==> src/rtl/mem_access_stage.sv <==
`default_nettype none
// ============================================================================
//  Module      : mem_access_stage
//  Description : MEM stage of a 5-stage MIPS32 pipeline. Issues word loads and
//                stores to a variable-latency data memory over a req/ready
//                handshake, stalls upstream while an access is outstanding,
//                aborts misaligned or timed-out accesses, and registers the
//                MEM/WB results (including the forwarded write-back value).
//  Revision    : 1.0 - initial release
// ----------------------------------------------------------------------------
//  Ports
//    clk, reset               : pipeline clock, asynchronous active-low reset
//    ex_mem_*                 : EX/MEM pipeline register contents
//    dmem_req/we/addr/wdata   : data memory request (addr/we/wdata 0 when idle)
//    dmem_ready/rdata         : data memory completion and load data
//    mem_stall                : freeze PC, IF/ID, ID/EX, EX/MEM this cycle
//    mem_wb_*                 : registered MEM/WB outputs
//    mem_misaligned           : one-cycle pulse after a misaligned access
//    mem_bus_error            : one-cycle pulse after an access timeout
// ============================================================================
module mem_access_stage #(
    parameter int TIMEOUT_CYCLES = 16
) (
    input  logic        clk,
    input  logic        reset,
    input  logic        ex_mem_valid,
    input  logic [31:0] ex_mem_alu_result,
    input  logic [31:0] ex_mem_store_data,
    input  logic        ex_mem_mem_read,
    input  logic        ex_mem_mem_write,
    input  logic        ex_mem_mem_to_reg,
    input  logic        ex_mem_reg_write,
    input  logic [4:0]  ex_mem_dest_reg,
    output logic        dmem_req,
    output logic        dmem_we,
    output logic [31:0] dmem_addr,
    output logic [31:0] dmem_wdata,
    input  logic        dmem_ready,
    input  logic [31:0] dmem_rdata,
    output logic        mem_stall,
    output logic        mem_wb_valid,
    output logic        mem_wb_reg_write,
    output logic [4:0]  mem_wb_dest_reg,
    output logic [31:0] mem_wb_write_back_result,
    output logic        mem_misaligned,
    output logic        mem_bus_error
);

    localparam int              CNT_W  = $clog2(TIMEOUT_CYCLES);
    localparam logic [CNT_W-1:0] C_LAST = CNT_W'(TIMEOUT_CYCLES - 1);
    localparam logic [CNT_W-1:0] C_ONE  = CNT_W'(1);

    localparam logic [0:0] S_IDLE = 1'b0;
    localparam logic [0:0] S_WAIT = 1'b1;

    // FSM and request latches
    logic [0:0]       state_q, state_d;
    logic [CNT_W-1:0] count_q, count_d;
    logic [31:0]      addr_q,  addr_d;
    logic [31:0]      wdata_q, wdata_d;
    logic             we_q,    we_d;
    // Write-back attributes of the outstanding op, so WAIT never looks at
    // the EX/MEM inputs.
    logic             m2r_q,   m2r_d;
    logic             rw_q,    rw_d;
    logic [4:0]       dest_q,  dest_d;

    // MEM/WB register
    logic             wb_valid_q, wb_valid_d;
    logic             wb_rw_q,    wb_rw_d;
    logic [4:0]       wb_dest_q,  wb_dest_d;
    logic [31:0]      wb_res_q,   wb_res_d;
    logic             misal_q,    buserr_q;

    logic        w_op, w_aligned;
    logic        w_req, w_we, w_stall, w_abort, w_misalign;
    logic [31:0] w_addr, w_wdata;

    assign w_op      = ex_mem_valid & (ex_mem_mem_read | ex_mem_mem_write);
    assign w_aligned = (ex_mem_alu_result[1:0] == 2'b00);

    always_comb begin
        state_d    = state_q;
        count_d    = count_q;
        addr_d     = addr_q;
        wdata_d    = wdata_q;
        we_d       = we_q;
        m2r_d      = m2r_q;
        rw_d       = rw_q;
        dest_d     = dest_q;
        w_req      = 1'b0;
        w_we       = 1'b0;
        w_addr     = 32'd0;
        w_wdata    = 32'd0;
        w_stall    = 1'b0;
        w_abort    = 1'b0;
        w_misalign = 1'b0;

        case (state_q)
            S_IDLE: begin
                if (w_op && w_aligned) begin
                    w_req   = 1'b1;
                    w_we    = ex_mem_mem_write;   // write wins over read
                    w_addr  = ex_mem_alu_result;
                    w_wdata = ex_mem_store_data;
                    if (!dmem_ready) begin
                        w_stall = 1'b1;
                        state_d = S_WAIT;
                        count_d = C_ONE;
                        addr_d  = ex_mem_alu_result;
                        wdata_d = ex_mem_store_data;
                        we_d    = ex_mem_mem_write;
                        m2r_d   = ex_mem_mem_to_reg;
                        rw_d    = ex_mem_reg_write;
                        dest_d  = ex_mem_dest_reg;
                    end
                end else if (w_op) begin
                    w_misalign = 1'b1;
                end
            end
            S_WAIT: begin
                w_req   = 1'b1;
                w_we    = we_q;
                w_addr  = addr_q;
                w_wdata = wdata_q;
                if (dmem_ready) begin
                    // Completion wins even in the timeout cycle.
                    state_d = S_IDLE;
                    count_d = '0;
                end else if (count_q == C_LAST) begin
                    w_abort = 1'b1;
                    state_d = S_IDLE;
                    count_d = '0;
                end else begin
                    w_stall = 1'b1;
                    count_d = count_q + C_ONE;
                end
            end
            default: begin
                state_d = S_IDLE;
                count_d = '0;
            end
        endcase
    end

    // MEM/WB next state: bubble on stall/abort/misalign, otherwise capture
    // either the completing WAIT op (latched) or the current EX/MEM contents.
    always_comb begin
        wb_valid_d = 1'b0;
        wb_rw_d    = 1'b0;
        wb_dest_d  = wb_dest_q;
        wb_res_d   = wb_res_q;
        if (!(w_stall || w_abort || w_misalign)) begin
            if (state_q == S_WAIT) begin
                wb_valid_d = 1'b1;
                wb_rw_d    = rw_q;
                wb_dest_d  = dest_q;
                wb_res_d   = m2r_q ? dmem_rdata : addr_q;
            end else begin
                wb_valid_d = ex_mem_valid;
                wb_rw_d    = ex_mem_valid & ex_mem_reg_write;
                wb_dest_d  = ex_mem_dest_reg;
                wb_res_d   = ex_mem_mem_to_reg ? dmem_rdata : ex_mem_alu_result;
            end
        end
    end

    always_ff @(posedge clk or negedge reset) begin
        if (!reset) begin
            state_q    <= S_IDLE;
            count_q    <= '0;
            addr_q     <= 32'd0;
            wdata_q    <= 32'd0;
            we_q       <= 1'b0;
            m2r_q      <= 1'b0;
            rw_q       <= 1'b0;
            dest_q     <= 5'd0;
            wb_valid_q <= 1'b0;
            wb_rw_q    <= 1'b0;
            wb_dest_q  <= 5'd0;
            wb_res_q   <= 32'd0;
            misal_q    <= 1'b0;
            buserr_q   <= 1'b0;
        end else begin
            state_q    <= state_d;
            count_q    <= count_d;
            addr_q     <= addr_d;
            wdata_q    <= wdata_d;
            we_q       <= we_d;
            m2r_q      <= m2r_d;
            rw_q       <= rw_d;
            dest_q     <= dest_d;
            wb_valid_q <= wb_valid_d;
            wb_rw_q    <= wb_rw_d;
            wb_dest_q  <= wb_dest_d;
            wb_res_q   <= wb_res_d;
            misal_q    <= w_misalign;
            buserr_q   <= w_abort;
        end
    end

    // The request and stall are gated by reset so they drop immediately,
    // even while upstream is still presenting a memory op.
    assign dmem_req   = w_req & reset;
    assign dmem_we    = w_we & reset;
    assign dmem_addr  = reset ? w_addr  : 32'd0;
    assign dmem_wdata = reset ? w_wdata : 32'd0;
    assign mem_stall  = w_stall & reset;

    assign mem_wb_valid             = wb_valid_q;
    assign mem_wb_reg_write         = wb_rw_q;
    assign mem_wb_dest_reg          = wb_dest_q;
    assign mem_wb_write_back_result = wb_res_q;
    assign mem_misaligned           = misal_q;
    assign mem_bus_error            = buserr_q;

endmodule
`default_nettype wire
==> config.mk <==
export PLATFORM = sky130hd
export DESIGN_NAME = mem_access_stage
export DESIGN_NICKNAME = d
export VERILOG_FILES = /design/src/rtl/mem_access_stage.sv
export SDC_FILE = /design/constraint.sdc
export NUM_CORES = 1
export LEC_CHECK = 0
export CORE_MARGIN = 2
export CORE_UTILIZATION = 30
export DETAILED_ROUTE_END_ITERATION = 10
export PLACE_DENSITY = 0.62
export SYNTH_ARGS = -nofsm -noshare
export SYNTH_HDL_FRONTEND = slang
export SYNTH_SLANG_ARGS = --single-unit
==> constraint.sdc <==
create_clock -name clk -period 1.6 [get_ports clk]
set_input_delay 0.16 -clock clk [delete_from_list [all_inputs] [get_ports clk]]
set_output_delay 0.16 -clock clk [all_outputs]
set_load 0.005 [all_outputs]
==> impl_metrics.yaml <==
critical_path:
  worstSetupEndpoint: "dmem_addr[8]"
  cpMaxStageDelayCell: "dfrtp_4"
  critPathMaxFanout: 7
  reg2reg_depth: 7
  start_kind: "flop"
  worstReg2RegStart: "state_q"
  rr_endpoint: "mem_wb_write_back_result[26]"
  r2r_slack_ns: -0.36
  path_class: "flop to primary output"
  path_common_cell: "buf_6"
  worstPathArrival_ns: 1.88
  cp_data_required_time_ns: 1.44
  worstPathCellList: "buf_12, buf_6, buf_6, and2_4, a41oi_2, nor2b_1, buf_2"
  cpPeakStageDelay_ns: 0.57
  startpoint: "state_q"
  cp-end-kind: "primary output"
power_and_ir_drop:
  clkPwrFrac_pct: 33.1
  ir_drop_uv: 583
  p_sw_w: 0.00325
  combPwrFrac_pct: 30.9
  cellInternalPower_w: 0.00804
  p_seq_share_pct: 36.1
  power_density_nw_per_um2: 889
  p_leak_nw: 5.85
  p_sw_share_pct: 28.8
clock_network:
  clk_latency_ns: 0.42
  cts_buffers: 17
  cts_tree: "built"
  root_buffer: "clkbuf_16"
  clkSinkCount: 118
  cts_buffer_depth: 2
  cts_htree_levels: 4
  clk_pin_slew_ns: 0.07
place:
  io_buffers: 216
  finalWeightedCongestion: 0.784
  hpwl_um: 15300
  dpl_worst_slack_ns: -0.640
sta:
  max_slew.worst_pin.slew_ns: 0.492
  finalHoldViolations: 0
  fin_crit_ns: 2.04
  fmax_mhz: 490
  final.setup.worst_slack_ns: -0.441
  finalClockSkew_ns: 0.0126
  max_slew_margin_pct: 67.2
  finalSetupViolCount: 176
  slew_violations: 0
  rsz0062_at_grt: "true"
  fin_crit_sh_pct: 128
status:
  violations: "negative setup slack"
  outcome: "complete, but fails checks"
floorplan:
  die_y_um: 159
  io_pins: 217
  die_x_um: 159
  core_um2: 23500
  row_count: 56
  dieArea_um2: 25400
  start_util_pct: 30.7
synth:
  syn_inst: 621
  synth_seq_cells: 118
  ys.warnings.count: 0
  synth.cell_area_um2: 7230
  syn_nets: 731
  yosysSeqAreaShare_pct: 40.8
  syn_avg_cell_area_um2: 11.6
  synth_cell_types: 34
detailed_routing:
  drt-pass1-iter-count: 4
  vias: 6502
  viasPerCell: 4.93
  avgRoutedWirePerCell_um: 19.6
  wl_um: 25900
  drcViolationCount: 0
  drt_iter0_drc: 332
  antenna_left: 0
finish:
  layout-drive-gt1-share_pct: 49.1
  final_cell_mix: "144 x clkdlybuf4s50_1, 116 x dfrtp_1, 107 x buf_4"
  final_core_util_pct: 54.0
  area_growth_pct: 75.7
  nFillCells: 2057
  diodes: 0
  fin_nets: 1098
  layout_commonest_cell: "clkdlybuf4s50_1"
min_path:
  worstHoldPathType: "input port to flop"
  hold-path-cell-count: 4
global_route:
  grt_pass1_vias: 6970
  antenna_found_initial: 0
  grt_usage_pct: 20.4
  grt_pass1_wl_um: 40600
  grt_max_degree: 42
  grt-ovfl-total: 0
flow_run:
  max_cap_violations: 0
## cells by family after synthesis
logic type               after synthesis  share of synthesized area (%)
AND/OR/NAND/NOR                      152                           11.9
multiplexers                         208                           33.6
adder cells (fa/ha/maj)                1                          0.173
AO/OA/AOI/OAI                         80                           8.67
flip-flops                           118                           40.8
buffers and inverters                 62                           4.81
## synth_stat cells
| cell type | n | share of area [%] |
|---|---|---|
| o21bai_1 | 1 | 0.10 |
| o22ai_1 | 1 | 0.087 |
| o21a_1 | 1 | 0.10 |
| nor2b_1 | 34 | 2.9 |
| nand2_1 | 38 | 2.0 |
| or3_1 | 1 | 0.087 |
| buf_2 | 15 | 1.0 |
| a31oi_1 | 1 | 0.087 |
| dfrtp_1 | 118 | 41 |
| buf_12 | 5 | 1.4 |
| nor3_1 | 1 | 0.069 |
| o21ai_0 | 5 | 0.35 |
| nand2b_1 | 1 | 0.087 |
| buf_1 | 1 | 0.052 |
| ha_1 | 1 | 0.17 |
| o211ai_1 | 2 | 0.21 |
| nand3_1 | 3 | 0.21 |
| a21boi_0 | 34 | 3.5 |
| or3_4 | 2 | 0.31 |
| o21ba_2 | 1 | 0.14 |
| o22ai_2 | 1 | 0.17 |
| nand4_1 | 34 | 2.9 |
| and2_1 | 33 | 2.9 |
| mux2i_1 | 96 | 13 |
| mux2_4 | 56 | 12 |
| clkbuf_1 | 37 | 1.9 |
| buf_6 | 2 | 0.31 |
| a21oi_1 | 2 | 0.14 |
| nor4b_1 | 1 | 0.12 |
| mux2_2 | 56 | 8.7 |
| nor2_1 | 2 | 0.10 |
| inv_1 | 2 | 0.10 |
| and3_1 | 2 | 0.17 |
| a41oi_1 | 31 | 3.8 |
## final cells by class
| cell class | count | area [µm²] | share of cell area [%] |
|---|---|---|---|
| Clock buffer | 17 | 425 | 3.35 |
| Clock inverter | 15 | 144 | 1.13 |
| Inverter | 2 | 15.0 | 0.118 |
| Multi-Input combinational cell | 441 | 4510 | 35.5 |
| Sequential cell | 118 | 2960 | 23.3 |
| Tap cell | 319 | 399 | 3.14 |
| Timing Repair Buffer | 408 | 4250 | 33.4 |
## how the worst min path moves through the flow
stage / startpoint / endpoint
floorplan: reset / addr_q[0]
global placement: reset / wdata_q[12]
detailed placement: reset / wdata_q[12]
CTS: ex_mem_mem_to_reg / m2r_q
global route: dmem_ready / mem_bus_error
finish: dmem_ready / mem_bus_error
## power groups by stage
stage / Sequential [W] / Combinational, W / Clock, W
after global placement: 0.00404 / 0.00288 / 0
after global routing: 0.00415 / 0.00372 / 0.00396
after floorplan: 0.00393 / 0.00154 / 0
after detailed placement: 0.00404 / 0.00294 / 0
final: 0.00407 / 0.00349 / 0.00373
after CTS: 0.00405 / 0.00346 / 0.00381
## timing repair
action,CTS,global route
setup buffers,60,20
cloned,21,2
setup endpoints to repair,176,180
hold buffers,2,1
hold endpoints to repair,64,1
pin swaps,25,18
resized for setup,461,65
## per-layer routing
metal | up-vias | global-route usage [%] | routed length (µm)
met3 | 29 | 4.66 | 1330
met2 | 187 | 32.8 | 12100
met5 | - | 0 | 0
met4 | 0 | 5.25 | 357
li1 | 3026 | - | -
met1 | 3260 | 27.8 | 12100
## stage by stage
step           setup TNS (ns)  hold WS (ns)  std cells  cell area, µm²  power [W]
3_5_place_dp           -91.95      -0.00447       1198           10500    0.00698
4_1_cts                -57.40         0.248       1311           12600     0.0113
6_report               -49.68         0.204       1320           12700     0.0113
3_3_place_gp           -91.72      -0.00313       1198           10500    0.00692
2_1_floorplan         -0.0682        -0.136        621            7250    0.00548
5_1_grt                -57.12         0.224       1320           12700     0.0118
## critical path: cells and delay by family (launching register included)
kind	cells	cell delay, ns
compound gates	1	0.15
flops	1	0.57
buf+inv	4	0.54
simple gates	2	0.20
(Power assumes the default switching activity.)
